$ cat src/rtl/seq_det_pkg.sv
// Shared definitions for the parametrised button sequence detector:
// symbol encodings, default pattern and the accept-decision encoding.
package seq_det_pkg;

  localparam logic SYM_ONE  = 1'b1;
  localparam logic SYM_ZERO = 1'b0;

  localparam int unsigned                DEF_PAT_LEN = 4;
  localparam logic [DEF_PAT_LEN-1:0]     DEF_PATTERN = 4'b1100;

  // Outcome of one cycle of button edges.
  typedef enum logic [1:0] {
    ACC_NONE,
    ACC_ONE,
    ACC_ZERO,
    ACC_CONFLICT
  } acc_e;

endpackage

$ cat src/rtl/seq_detector_param_btn_edge_det.sv
// Rising-edge detector for one synchronised button level.
// The register resets high so a button held through reset release
// does not produce an edge.
module btn_edge_det (
  input  logic clk,
  input  logic reset,
  input  logic lvl,
  output logic rise
);

  logic lvl_q;

  // Previous-cycle level, forced high during reset.
  always_ff @(posedge clk) begin
    if (reset) lvl_q <= 1'b1;
    else       lvl_q <= lvl;
  end

  assign rise = lvl & ~lvl_q;

endmodule

$ cat src/rtl/seq_detector_param.sv
// Parametrised Moore sequence detector fed by two button strobes
// (P1 = '1', P2 = '0'). z is high while the last PAT_LEN accepted
// symbols equal PATTERN; fill reports history depth for the LEDs.
// Optional feature macro: SEQ_DET_MATCH_CNT_EN adds the saturating
// match_cnt output.
module seq_detector_param
  import seq_det_pkg::*;
#(
  parameter int unsigned PAT_LEN = DEF_PAT_LEN,
  parameter              PATTERN = DEF_PATTERN,
  parameter bit          OVERLAP = 1'b1,
  parameter int unsigned CNT_W   = 8
) (
  input  logic                         clk,
  input  logic                         reset,
  input  logic                         P1,
  input  logic                         P2,
  output logic                         z,
  output logic [$clog2(PAT_LEN+1)-1:0] fill,
  output logic                         err
`ifdef SEQ_DET_MATCH_CNT_EN
  ,
  output logic [CNT_W-1:0]             match_cnt
`endif
);

  localparam int unsigned          FILL_W   = $clog2(PAT_LEN + 1);
  localparam logic [FILL_W-1:0]    FILL_MAX = FILL_W'(PAT_LEN);
  localparam logic [PAT_LEN-1:0]   PAT_V    = PAT_LEN'(PATTERN);

  // Elaboration-time parameter sanity checks.
  if (PAT_LEN < 2 || PAT_LEN > 16) begin : g_bad_len
    $error("seq_detector_param: PAT_LEN %0d outside 2..16", PAT_LEN);
  end
  if ($bits(PATTERN) != PAT_LEN) begin : g_bad_pat
    $error("seq_detector_param: PATTERN width %0d differs from PAT_LEN %0d",
           $bits(PATTERN), PAT_LEN);
  end
  if (CNT_W < 1) begin : g_bad_cnt
    $error("seq_detector_param: CNT_W must be at least 1");
  end

  logic e1, e2;

  btn_edge_det u_p1_edge (.clk(clk), .reset(reset), .lvl(P1), .rise(e1));
  btn_edge_det u_p2_edge (.clk(clk), .reset(reset), .lvl(P2), .rise(e2));

  acc_e                acc;
  logic                sym;
  logic [PAT_LEN-1:0]  hist_q, hist_d;
  logic [FILL_W-1:0]   fill_q, fill_d;
  logic                z_q, z_d;
  logic                err_q, err_d;

  // Classify this cycle's edges into a symbol, a conflict, or nothing.
  always_comb begin
    acc = ACC_NONE;
    sym = SYM_ZERO;
    case ({e1, e2})
      2'b10:   begin acc = ACC_ONE;  sym = SYM_ONE;  end
      2'b01:   begin acc = ACC_ZERO; sym = SYM_ZERO; end
      2'b11:   acc = ACC_CONFLICT;
      default: acc = ACC_NONE;
    endcase
  end

  // Next history/fill; z is the registered match of the next-state values,
  // so it only changes when a symbol is accepted.
  always_comb begin
    hist_d = hist_q;
    fill_d = fill_q;
    err_d  = 1'b0;
    case (acc)
      ACC_ONE, ACC_ZERO: begin
        if (!OVERLAP && z_q) begin
          hist_d    = '0;
          hist_d[0] = sym;
          fill_d    = FILL_W'(1);
        end else begin
          hist_d = {hist_q[PAT_LEN-2:0], sym};
          if (fill_q != FILL_MAX) fill_d = fill_q + FILL_W'(1);
        end
      end
      ACC_CONFLICT: err_d = 1'b1;
      default:      err_d = 1'b0;
    endcase
    z_d = (fill_d == FILL_MAX) && (hist_d == PAT_V);
  end

  // Detector state register; reset wins over any same-cycle edge.
  always_ff @(posedge clk) begin
    if (reset) begin
      hist_q <= '0;
      fill_q <= '0;
      z_q    <= 1'b0;
      err_q  <= 1'b0;
    end else begin
      hist_q <= hist_d;
      fill_q <= fill_d;
      z_q    <= z_d;
      err_q  <= err_d;
    end
  end

  assign z    = z_q;
  assign fill = fill_q;
  assign err  = err_q;

`ifdef SEQ_DET_MATCH_CNT_EN
  logic [CNT_W-1:0] cnt_q, cnt_d;

  // Count rising edges of z, saturating at all-ones.
  always_comb begin
    cnt_d = cnt_q;
    if (z_d && !z_q && (cnt_q != '1)) cnt_d = cnt_q + CNT_W'(1);
  end

  // Match counter register, cleared only by reset.
  always_ff @(posedge clk) begin
    if (reset) cnt_q <= '0;
    else       cnt_q <= cnt_d;
  end

  assign match_cnt = cnt_q;
`endif

endmodule
$ cat config.mk
export PLATFORM = sky130hd
export DESIGN_NAME = seq_detector_param
export DESIGN_NICKNAME = d
export VERILOG_FILES = /design/src/rtl/seq_det_pkg.sv /design/src/rtl/seq_detector_param_btn_edge_det.sv /design/src/rtl/seq_detector_param.sv
export SDC_FILE = /design/constraint.sdc
export NUM_CORES = 1
export LEC_CHECK = 0
export ABC_AREA = 1
export ABC_CLOCK_PERIOD_IN_PS = 1240
export CAP_MARGIN = 40
export CORE_AREA = 2 2 39 41
export DETAILED_ROUTE_END_ITERATION = 16
export DIE_AREA = 0 0 41 43
export DONT_BUFFER_PORTS = 1
export PLACE_DENSITY = 0.53
export RECOVER_POWER = 25
export SLEW_MARGIN = 20
export SYNTH_ARGS = -nofsm -noshare
export SYNTH_HDL_FRONTEND = slang
export SYNTH_SLANG_ARGS = --single-unit
$ cat constraint.sdc
create_clock -name clk -period 1.24 [get_ports clk]
set_clock_uncertainty 0.15 [all_clocks]
set_input_delay 0.248 -clock clk [delete_from_list [all_inputs] [get_ports clk]]
set_output_delay 0.248 -clock clk [all_outputs]
set_load 0.05 [all_outputs]
* Word level (Yosys, flattened, before mapping) *
Cells that the tools add are included.

operators by class
  eq/ne operators = 9
  bitwise logic cells = 4
  mux-type cells = 6
  $add $sub $neg = 1
  reductions and logical operators = 2

operators by type and width
  kind                                                              count
  2-bit == test (second input constant)                             4
  3-bit two-way mux                                                 2
  2-bit case mux with 3 select lines                                1
  2-bit by 1-bit == test with 1-bit output (second input constant)  2
  4-bit == test (second input constant)                             1
  4-bit two-way mux                                                 1
  3-bit by 1-bit adder with 3-bit output (second input constant)    1
  3-bit == test (second input constant)                             1
  3-bit inequality test (second input constant)                     1
  1-bit bitwise AND                                                 2
  1-bit two-way mux                                                 2
  1-bit inverter                                                    2
  2-bit OR reduction                                                1
  1-bit logical AND                                                 1

storage, ports and cells
  logic and storage cells = 28
  input port bits = 4
  output and inout bits = 5
  register bits after elaboration = 11

* Longest topological paths before layout *
Gate-level depths: netlist (run 1).

  word-level depth = 9
  gate-level depth with buffers = 10
  depth with buffers taken out = 10

* Cells and area by module *
From an unflattened synthesis (run 1), not the netlist that was laid out.

second synthesis, totals
  cells, all modules = 74
  area total of the unflattened synthesis = 531.8 um^2

by module, submodules not included
  module              cells each  area each (um^2)  times used
  seq_detector_param  64          456.7             1
  btn_edge_det        5           37.5              2

* Least setup slack after synthesis (run 1) *
No wires, ideal clock.

  kind = reg2reg
  start = register fill_q[0], in the netlist fill[0]
  end = register z_q, in the netlist z
  buffers on the path = 0
  setup time = 0.112 ns
  stages on the path, launching flop included = 11
  slack = -0.465 ns
  arrival = 1.443 ns
  period minus slack after synthesis = 1.705 ns
  cell sequence = dfxtp_1 inv_1 ha_1 nand2_1 nand2_1 nand2_1 nand2_1 o21ai_0 inv_1 nand3_2 nor2_1

on the way
  word-level cells in the longest chain between the ends = 5
  elaborated cells on any way between the ends = 6

ends and longest elaborated chain
  what                                                                             line                       RTL
  start: declaration                                                               seq_detector_param.sv:51   logic [FILL_W-1:0] fill_q, fill_d;
  start signal: assignment                                                         seq_detector_param.sv:99   fill_q <= fill_d;
  3-bit by 1-bit adder with 3-bit output or 3-bit inequality test (tied branches)  seq_detector_param.sv:81   if (fill_q != FILL_MAX) fill_d = fill_q + FILL_W'(1);
  3-bit two-way mux                                                                seq_detector_param.sv:81
  3-bit two-way mux *                                                              seq_detector_param.sv:73   case (acc)
  3-bit == test *                                                                  seq_detector_param.sv:87   z_d = (fill_d == FILL_MAX) && (hist_d == PAT_V);
  1-bit logical AND *                                                              seq_detector_param.sv:87
  end signal: assignment                                                           seq_detector_param.sv:100  z_q <= z_d;
  end: declaration                                                                 seq_detector_param.sv:52   logic z_q, z_d;

Every way passes the cells marked *; elsewhere a longest branch is shown, timed or not.
A chain may end at the register's enable or synchronous reset.

* Worst setup path after layout (run 1) *
  start = register fill_q[1], in the netlist fill[1]
  end = output fill[1]

RTL lines
  what              line                      RTL
  end: declaration  seq_detector_param.sv:19  output logic [$clog2(PAT_LEN+1)-1:0] fill,

No word-level cell between the ends.

==> results of run 1 <==
[final cells by class]
type / instances / area, um^2
tap: 16 / 20.0
fill: 134 / 588
clock inverter: 1 / 5.00
clock buffer: 3 / 22.5
multi-input combinational: 48 / 325
sequential: 11 / 234
inverter: 15 / 61.3
timing repair buffer: 14 / 128
[registers in the layout, summed over array words and instances (netlist names)]
register	cells
fill	3
z	1
err	1
hist_q	4
u_p2_edge.lvl_q	1
u_p1_edge.lvl_q	1
[cells in the final DEF (no fill, tap or decap), drive strengths merged]
master,netlist,routed
dfxtp,11,11
nand3b,1,1
inv,15,15
a21oi,1,1
clkbuf,0,3
clkinv,0,1
nor2,11,11
ha,2,2
nand3,6,6
and2,1,1
nand2,21,22
o21ai,4,4
dlygate4sd3,0,3
buf,1,11
[routing by layer]
layer | track usage [%] | vias to the layer above
li1 | - | 258
met1 | 20.1 | 199
met2 | 20.6 | 8
met3 | 9.95 | 0
met4 | 4.00 | 0
met5 | 0 | -
[worst max-delay path by stage]
stage / endpoint / slack, ns / depth (start not counted)
2_1_floorplan: z / -0.07 / 8
3_3_place_gp: z / -0.06 / 8
3_5_place_dp: z / -0.06 / 8
4_1_cts: z / -0.05 / 8
5_1_grt: z / -0.14 / 10
6_report: fill[1] / -0.05 / 2
[kinds of logic (layout without fill, tap and decap cells)]
group,Yosys count,after routing,synth area share [%]
DFF,11,11,41.4
and+or+nand+nor,40,41,35.5
AOI/OAI and AO/OA,5,5,6.82
buffers and inverters,16,33,11.5
adders and majority gates,2,2,4.71
[per-stage QoR]
step | total power [mW] | std cells | hold WS (ns)
after floorplan | 0.486 | 74 | 0.205
after global placement | 0.516 | 98 | 0.161
after detailed placement | 0.516 | 98 | 0.161
after CTS | 0.768 | 105 | -0.122
after global routing | 0.852 | 108 | 0.0849
final | 0.791 | 108 | 0.0769
[report_power, final]
group          internal [mW]  leakage (nW)  switching [mW]
logic                 0.0750         0.254          0.0930
clock network          0.119        0.0177           0.118
registers              0.368        0.0917          0.0171
[what timing repair did]
action / 4_1_cts / 5_1_grt
resized for setup: 4 / 19
setup endpoints to repair: 4 / 10
hold buffers: 2 / 1
cloned: 0 / 1
buffers inserted: 1 / 1
hold endpoints to repair: 11 / 9
pin swaps: 0 / 13
[worst register-to-register path, stage by stage, from the launching register on]
cell     delay [ns]
dfxtp_4        0.37
ha_4           0.16
inv_1          0.04
nand2_1        0.06
nand3_2        0.07
nand2_2        0.06
a21oi_4        0.15
nand3_2        0.08
nor2_1         0.09
==> impl_metrics.py, run 1 <==
metrics = {
    "setup_path": {
        "crit_buf_inv": 2,
        "crit_slowest_cell": "dfxtp_4",
        "setup.worst_path.end_class": "output pin",
        "crit_arrival_ns": 0.89,
        "cpPeakStageDelay_ns": 0.37,
        "reg2reg_from": "fill[0]",
        "r2r_setup_slack_ns": -0.05,
        "worstSetupStartpoint": "fill[1]",
        "crit_type": "flip-flop to output pin",
        "required_ns": 0.84,
        "r2r_end": "z",
        "rr_worst_depth": 8,
        "critical_path.top_delay_family": "flip-flops",
        "cp-start-kind": "flip-flop",
        "path_max_fanout": 3,
        "path_cells": "buf_6, buf_8",
    },
    "synthesis": {
        "yosysSeqAreaShare_pct": 41.4,
        "async_reset_ff_share_pct": 0,
        "synth_cells": 74,
        "yosysTopAreaCellShare_pct": 41.4,
        "ys_ff_latch": 11,
        "ys.flop_type": "dfxtp_1",
        "synth.most_common_cell": "nand2_1",
        "synth_edf_count": 0,
        "netlist_area_um2": 532,
        "yosys_warnings": 0,
        "postSynthAreaPerCell_um2": 7.19,
        "synth.area.top_cells": "dfxtp_1, nand2_1, inv_1",
        "synth_top_cell_by_area": "dfxtp_1",
        "ys_types": 15,
        "synth.net_count": 80,
        "synthTopCellsByCount": "nand2_1, inv_1, dfxtp_1",
    },
    "die": {
        "num_rows": 14,
        "die_h_um": 43,
        "start_util_pct": 38.4,
        "pin_count": 9,
        "dieArea_um2": 1760,
        "fp.dieW_um": 41,
        "core_area_um2": 1380,
    },
    "grt": {
        "grt_first_pass_wirelength_um": 1810,
        "grt_overflow_total": 0,
        "antenna_found_initial": 0,
        "track_usage_pct": 15.4,
        "grt_max_degree": 10,
        "grt_pass1_vias": 443,
    },
    "placement": {
        "pre_cts_slack_ns": -0.0591,
        "dp_hpwl_um": 675,
        "port_buffers": 0,
        "place_area_um2": 643,
        "gp_congestion": 0.686,
    },
    "clock_network": {
        "path_clk_slew_ns": 0.07,
        "worstSkewPairLatency_ns": 0.27,
        "clock_path_buffers": 2,
        "cts_buffers": 3,
        "cts_tree": "done",
        "cts_root_buf": "clkbuf_4",
        "clock_sinks": 11,
        "htreeDepth": 1,
    },
    "timing": {
        "layout_worst_path_cycle_share_pct": 104,
        "final-setup-viol-count": 4,
        "min_period_ns": 1.29,
        "slew_headroom_pct": 75.9,
        "setup-tns-final_ns": -0.139,
        "finalMaxSlewViolations": 0,
        "tightest_slew_ns": 0.361,
        "setup_slack_ns": -0.0517,
        "rsz0062_at_grt": "yes",
        "max_freq_mhz": 774,
        "finalHoldViolations": 0,
    },
    "route": {
        "drt_wl_total_um": 1030,
        "met3_length_um": 58,
        "first_pass_iters": 2,
        "ant_nets": 0,
        "detail_route.wl_per_cell_um": 9.53,
        "wl_met2_um": 495,
        "via_count": 465,
        "drc_errors": 0,
        "first_iter_violations": 6,
        "viasPerCell": 4.31,
        "wl_met1_um": 474,
        "top_layer": "met3",
    },
    "power_and_ir_drop": {
        "powerDensity_nw_per_um2": 994,
        "irDropWorstVdd_uv": 623,
        "power.leakage_nw": 0.364,
    },
    "cells_and_area": {
        "post-route-util_pct": 57.5,
        "drive_gt1_share_pct": 43.5,
        "antenna_cells": 0,
        "fin_area_um2": 796,
        "area_growth_pct": 49.6,
        "nets": 99,
    },
    "min_path": {
        "hp-class": "primary input to flip-flop",
        "hold_depth": 3,
        "worstHoldStart": "P1",
        "holdPathEnd": "u_p1_edge.lvl_q",
    },
    "run_status": {
        "violations": "negative setup slack",
        "status": "finished, violations left",
    },
    "run": {
        "max_cap_violations": 0,
    },
}
Note: power is estimated with default switching activity, not from simulation.
==> run 2, diff against run 1 <==
--- a/config.mk
+++ b/config.mk
@@ -7,12 +7,11 @@
 export LEC_CHECK = 0
 export ABC_AREA = 1
 export ABC_CLOCK_PERIOD_IN_PS = 1240
+export BUFFER_PORTS_ARGS = -buffer_cell sky130_fd_sc_hd__buf_2
 export CAP_MARGIN = 40
-export CORE_AREA = 2 2 39 41
+export CORE_UTILIZATION = 40
 export DETAILED_ROUTE_END_ITERATION = 16
-export DIE_AREA = 0 0 41 43
-export DONT_BUFFER_PORTS = 1
-export PLACE_DENSITY = 0.53
+export PLACE_DENSITY = 0.59
 export RECOVER_POWER = 25
 export SLEW_MARGIN = 20
 export SYNTH_ARGS = -nofsm -noshare
==> impl_metrics.py, run 2 (synthesized netlist as in run 1, its figures left out) <==
metrics = {
    "die": {
        "die_h_um": 38.5,
        "dieArea_um2": 1480,
        "num_rows": 12,
        "start_util_pct": 45.4,
        "core_area_um2": 1170,
        "fp.dieW_um": 38.5,
        "pin_count": 9,
    },
    "setup_path": {
        "path_max_fanout": 4,
        "r2r_setup_slack_ns": -0.04,
        "cp-start-kind": "flip-flop",
        "required_ns": 1.31,
        "endpoint": "z",
        "rr_worst_depth": 8,
        "setup.worst_path.end_class": "flip-flop",
        "worstSetupStartpoint": "fill[1]",
        "crit_type": "flip-flop to flip-flop",
        "r2r_end": "z",
        "reg2reg_from": "fill[1]",
        "crit_arrival_ns": 1.35,
    },
    "cells_and_area": {
        "area_growth_pct": 41.9,
        "drive_gt1_share_pct": 47.8,
        "final_common_cell": "nand2_1",
        "nFillCells": 106,
        "nets": 97,
        "antenna_cells": 0,
        "post-route-util_pct": 64.4,
        "largest_reg_flops": 4,
        "final_cell_mix": "nand2_1, inv_1, nor2_1",
        "regMostFlops": "hist_q",
    },
    "clock_network": {
        "post-cts-setup-buffers": 0,
        "clock_sinks": 11,
        "worstSkewPairLatency_ns": 0.27,
        "cts_root_buf": "clkbuf_4",
        "clock_path_buffers": 2,
        "cts_tree": "done",
        "hold_buffers": 0,
        "htreeDepth": 1,
        "cts_buffers": 3,
        "path_clk_slew_ns": 0.07,
    },
    "placement": {
        "pre_cts_slack_ns": -0.0976,
        "dp_hpwl_um": 679,
        "port_buffers": 8,
        "gp_congestion": 0.763,
    },
    "timing": {
        "finalMaxSlewViolations": 0,
        "finalHoldViolations": 0,
        "layout_worst_path_cycle_share_pct": 103,
        "final-setup-viol-count": 3,
        "max_freq_mhz": 781,
        "rsz0062_at_grt": "yes",
        "tightest_slew_ns": 0.192,
        "min_period_ns": 1.28,
        "setup_slack_ns": -0.0403,
        "slew_headroom_pct": 87.2,
        "setup-tns-final_ns": -0.0844,
    },
    "power_and_ir_drop": {
        "irDropWorstVdd_uv": 651,
        "powerDensity_nw_per_um2": 1050,
        "finalPower_mw": 0.793,
        "power.leakage_nw": 0.344,
    },
    "route": {
        "drc_errors": 0,
        "via_count": 472,
        "drt_wl_total_um": 947,
        "first_iter_violations": 18,
        "viasPerCell": 4.54,
        "detail_route.wl_per_cell_um": 9.11,
        "ant_nets": 0,
        "first_pass_iters": 4,
    },
    "min_path": {
        "hold_depth": 3,
        "hp-class": "primary input to flip-flop",
        "worstHoldStart": "P1",
    },
    "grt": {
        "grt_max_degree": 10,
        "grt_overflow_total": 0,
        "track_usage_pct": 16.6,
        "grt_pass1_vias": 411,
        "antenna_found_initial": 0,
        "grt_first_pass_wirelength_um": 1640,
    },
    "run_status": {
        "status": "finished, violations left",
        "violations": "negative setup slack",
    },
    "run": {
        "max_cap_violations": 0,
    },
}
## run 2: where the power goes
group / internal [mW] / switching (mW)
clock: 0.125 / 0.121
sequential: 0.368 / 0.0170
combinational: 0.0665 / 0.0955
total: 0.559 / 0.234
## run 2: cell type report
type	instances	area, um^2	area share, %
multi-input cells	48	325	43.1
flip-flops and latches	11	234	31.0
repair buffers	12	90.1	11.9
inverters	15	61.3	8.13
clock buffers	4	26.3	3.48
well taps	14	17.5	2.32
## run 2: worst min-delay path by stage
stage	endpoint	slack, ns
global route	u_p1_edge.lvl_q	0.06
floorplan	u_p1_edge.lvl_q	0.20
finish	u_p1_edge.lvl_q	0.04
global placement	u_p1_edge.lvl_q	0.31
CTS	u_p1_edge.lvl_q	0.03
detailed placement	u_p1_edge.lvl_q	0.31
## run 2: worst max-delay path, cell delays in order, from the launching register on
cell and delay [ns]:
dfxtp_4 0.37, inv_4 0.06, ha_4 0.12, nand2_2 0.04
nand3_1 0.08, nand2_2 0.07, a21oi_4 0.16, nand3_2 0.09
nor2_1 0.08
## run 2: through the flow
step / hold slack (ns) / cells / cell area, um^2
global route: 0.0608 / 104 / 754
global placement: 0.309 / 99 / 643
CTS: 0.0270 / 104 / 701
floorplan: 0.205 / 74 / 561
detailed placement: 0.311 / 99 / 643
finish: 0.0419 / 104 / 754
## run 2: metal layers
| layer | share of wire [%] | vias up | track usage, % |
|---|---|---|---|
| met4 | 2.1 | 0 | 7.76 |
| li1 | - | 256 | - |
| met2 | 47 | 7 | 23.7 |
| met3 | 3.3 | 2 | 5.23 |
| met5 | 0 | - | 0 |
| met1 | 47 | 207 | 22.5 |
## run 2: timing repair
action	in CTS	in global routing
gates cloned	1	0
pin swaps	12	6
setup endpoints to repair	6	13
resized for setup	11	17
==> run 3, diff against run 2 <==
==> constraint.sdc (replaced) <==
create_clock -name clk -period 1.24 [get_ports clk]
set_clock_uncertainty 0.15 [all_clocks]
set_input_delay 0.124 -clock clk [delete_from_list [all_inputs] [get_ports clk]]
set_output_delay 0.124 -clock clk [all_outputs]
set_load 0.05 [all_outputs]
==> impl_metrics.py, run 3 (synthesized netlist as in run 1, its figures left out) <==
metrics = {
    "run_status": {
        "status": "finished, violations left",
        "violations": "negative setup slack",
    },
    "cells_and_area": {
        "largest_reg_flops": 4,
        "final_common_cell": "nand2_1",
        "area_growth_pct": 40.9,
        "seq_area_um2": 231,
        "drive_gt1_share_pct": 47.3,
        "nFillCells": 108,
        "final_cell_mix": "nand2_1, inv_1, nor2_1",
        "multiInputGateArea_um2": 335,
        "nets": 98,
        "antenna_cells": 0,
        "regMostFlops": "hist_q",
    },
    "setup_path": {
        "worstSetupStartpoint": "fill[0]",
        "path_max_fanout": 4,
        "crit_arrival_ns": 1.30,
        "r2r_setup_slack_ns": -0.04,
        "cp-start-kind": "flip-flop",
        "reg2reg_from": "fill[0]",
        "required_ns": 1.26,
        "setup.worst_path.end_class": "flip-flop",
        "crit_type": "flip-flop to flip-flop",
        "r2r_end": "z",
        "rr_worst_depth": 10,
        "endpoint": "z",
    },
    "grt": {
        "grt_first_pass_wirelength_um": 1610,
        "antenna_found_initial": 0,
        "grt_overflow_total": 0,
        "grt_max_degree": 10,
        "track_usage_pct": 16.4,
        "grt_pass1_vias": 410,
    },
    "timing": {
        "slew_headroom_pct": 83.7,
        "max_freq_mhz": 784,
        "final-setup-viol-count": 1,
        "min_period_ns": 1.28,
        "rsz0062_at_grt": "yes",
        "tightest_slew_ns": 0.247,
        "finalHoldViolations": 0,
        "layout_worst_path_cycle_share_pct": 103,
        "setup_slack_ns": -0.0361,
        "finalMaxSlewViolations": 0,
        "setup-tns-final_ns": -0.0361,
    },
    "route": {
        "first_pass_iters": 7,
        "detail_route.wl_per_cell_um": 9.80,
        "drc_errors": 0,
        "first_iter_violations": 5,
        "viasPerCell": 4.47,
        "ant_nets": 0,
        "via_count": 469,
        "drt_wl_total_um": 1030,
    },
    "die": {
        "core_area_um2": 1170,
        "pin_count": 9,
        "dieArea_um2": 1480,
        "num_rows": 12,
        "start_util_pct": 45.4,
        "fp.dieW_um": 38.5,
        "die_h_um": 38.5,
    },
    "clock_network": {
        "cts_root_buf": "clkbuf_4",
        "cts_buffers": 3,
        "cts_tree": "done",
        "worstSkewPairLatency_ns": 0.27,
        "htreeDepth": 1,
        "path_clk_slew_ns": 0.07,
        "clock_path_buffers": 2,
        "clock_sinks": 11,
    },
    "power_and_ir_drop": {
        "p_int_mw": 0.552,
        "combPwrFrac_pct": 20.2,
        "powerDensity_nw_per_um2": 1040,
        "finalPower_mw": 0.781,
        "seqPwrFrac_pct": 49.5,
        "p_sw_share_pct": 29.2,
        "p_clk_share_pct": 30.3,
        "irDropWorstVdd_uv": 798,
        "power.leakage_nw": 0.353,
        "p_sw_mw": 0.228,
    },
    "placement": {
        "gp_congestion": 0.727,
        "dp_hpwl_um": 642,
        "port_buffers": 8,
    },
    "min_path": {
        "worstHoldStart": "reset",
        "hp-class": "primary input to flip-flop",
    },
    "run": {
        "max_cap_violations": 0,
    },
}
==> run 3: cell count changes in the layout (fill, tap and decap cells not counted), moves of 2 or more <==
cell,previous run,this run
buf_2,3,7
clkbuf_4,5,3
inv_1,11,13
nand3_1,5,3
nand3_2,1,3
buf_6,2,0
==> run 3: timing repair <==
item | CTS | global route
pin swaps | 11 | 7
setup endpoints to repair | 1 | 7
gates cloned | 1 | 0
hold buffers | 1 | 0
buffers inserted | 1 | 1
resized for setup | 9 | 10
endpoints found under the hold margin | 1 | 0
==> run 3: critical path, cell delays in order, from the launching register on <==
cell     delay [ns]
dfxtp_4        0.39
inv_4          0.04
ha_4           0.16
nand2_4        0.06
nand2_2        0.04
nand2_1        0.05
nand2_1        0.04
o21ai_1        0.06
inv_1          0.07
nand3_2        0.08
nor2_2         0.03
==> run 3: area by class of cell <==
class	count	area share, %
multi-input combinational	48	44.7
sequential	11	30.9
timing repair buffer	13	10.5
inverter	15	7.85
clock buffer	3	3.01
tap	14	2.34
clock inverter	1	0.668
==> run 3: metal layers <==
metal	share of wire, %	vias up	wire length, um	global-route usage (%)
met1	48	201	489	18.7
met4	0	0	0	2.59
li1	-	255	-	-
met2	46	13	477	26.3
met3	6.0	0	62	10.5
met5	0	-	0	0
==> run 3: through the flow <==
stage / utilization [%] / worst slack [ns] / cell area, um^2 / cells / hold slack (ns)
after floorplan: - / -0.0665 / 561 / 74 / 0.0807
after global placement: 53.6 / -0.0638 / 628 / 97 / 0.190
after detailed placement: 53.6 / -0.0519 / 628 / 97 / 0.197
after CTS: 60.8 / -0.0498 / 712 / 104 / 0.0150
after global routing: 64.0 / -0.108 / 749 / 105 / 0.0177
final: 64.0 / -0.0361 / 749 / 105 / 0.0108
==> run 3: worst min path at each step <==
stage	to	depth (start not counted)
2_1_floorplan	u_p1_edge.lvl_q	2
3_5_place_dp	u_p2_edge.lvl_q	3
4_1_cts	fill[1]	2
3_3_place_gp	u_p2_edge.lvl_q	3
5_1_grt	hist_q[1]	2
6_report	fill[1]	2
==> run 3: power groups by stage <==
stage / clock, mW / combinational [mW] / sequential (mW)
floorplan: 0 / 0.0784 / 0.408
global route: 0.260 / 0.175 / 0.388
global placement: 0 / 0.126 / 0.390
CTS: 0.244 / 0.138 / 0.385
finish: 0.236 / 0.157 / 0.387
detailed placement: 0 / 0.125 / 0.389
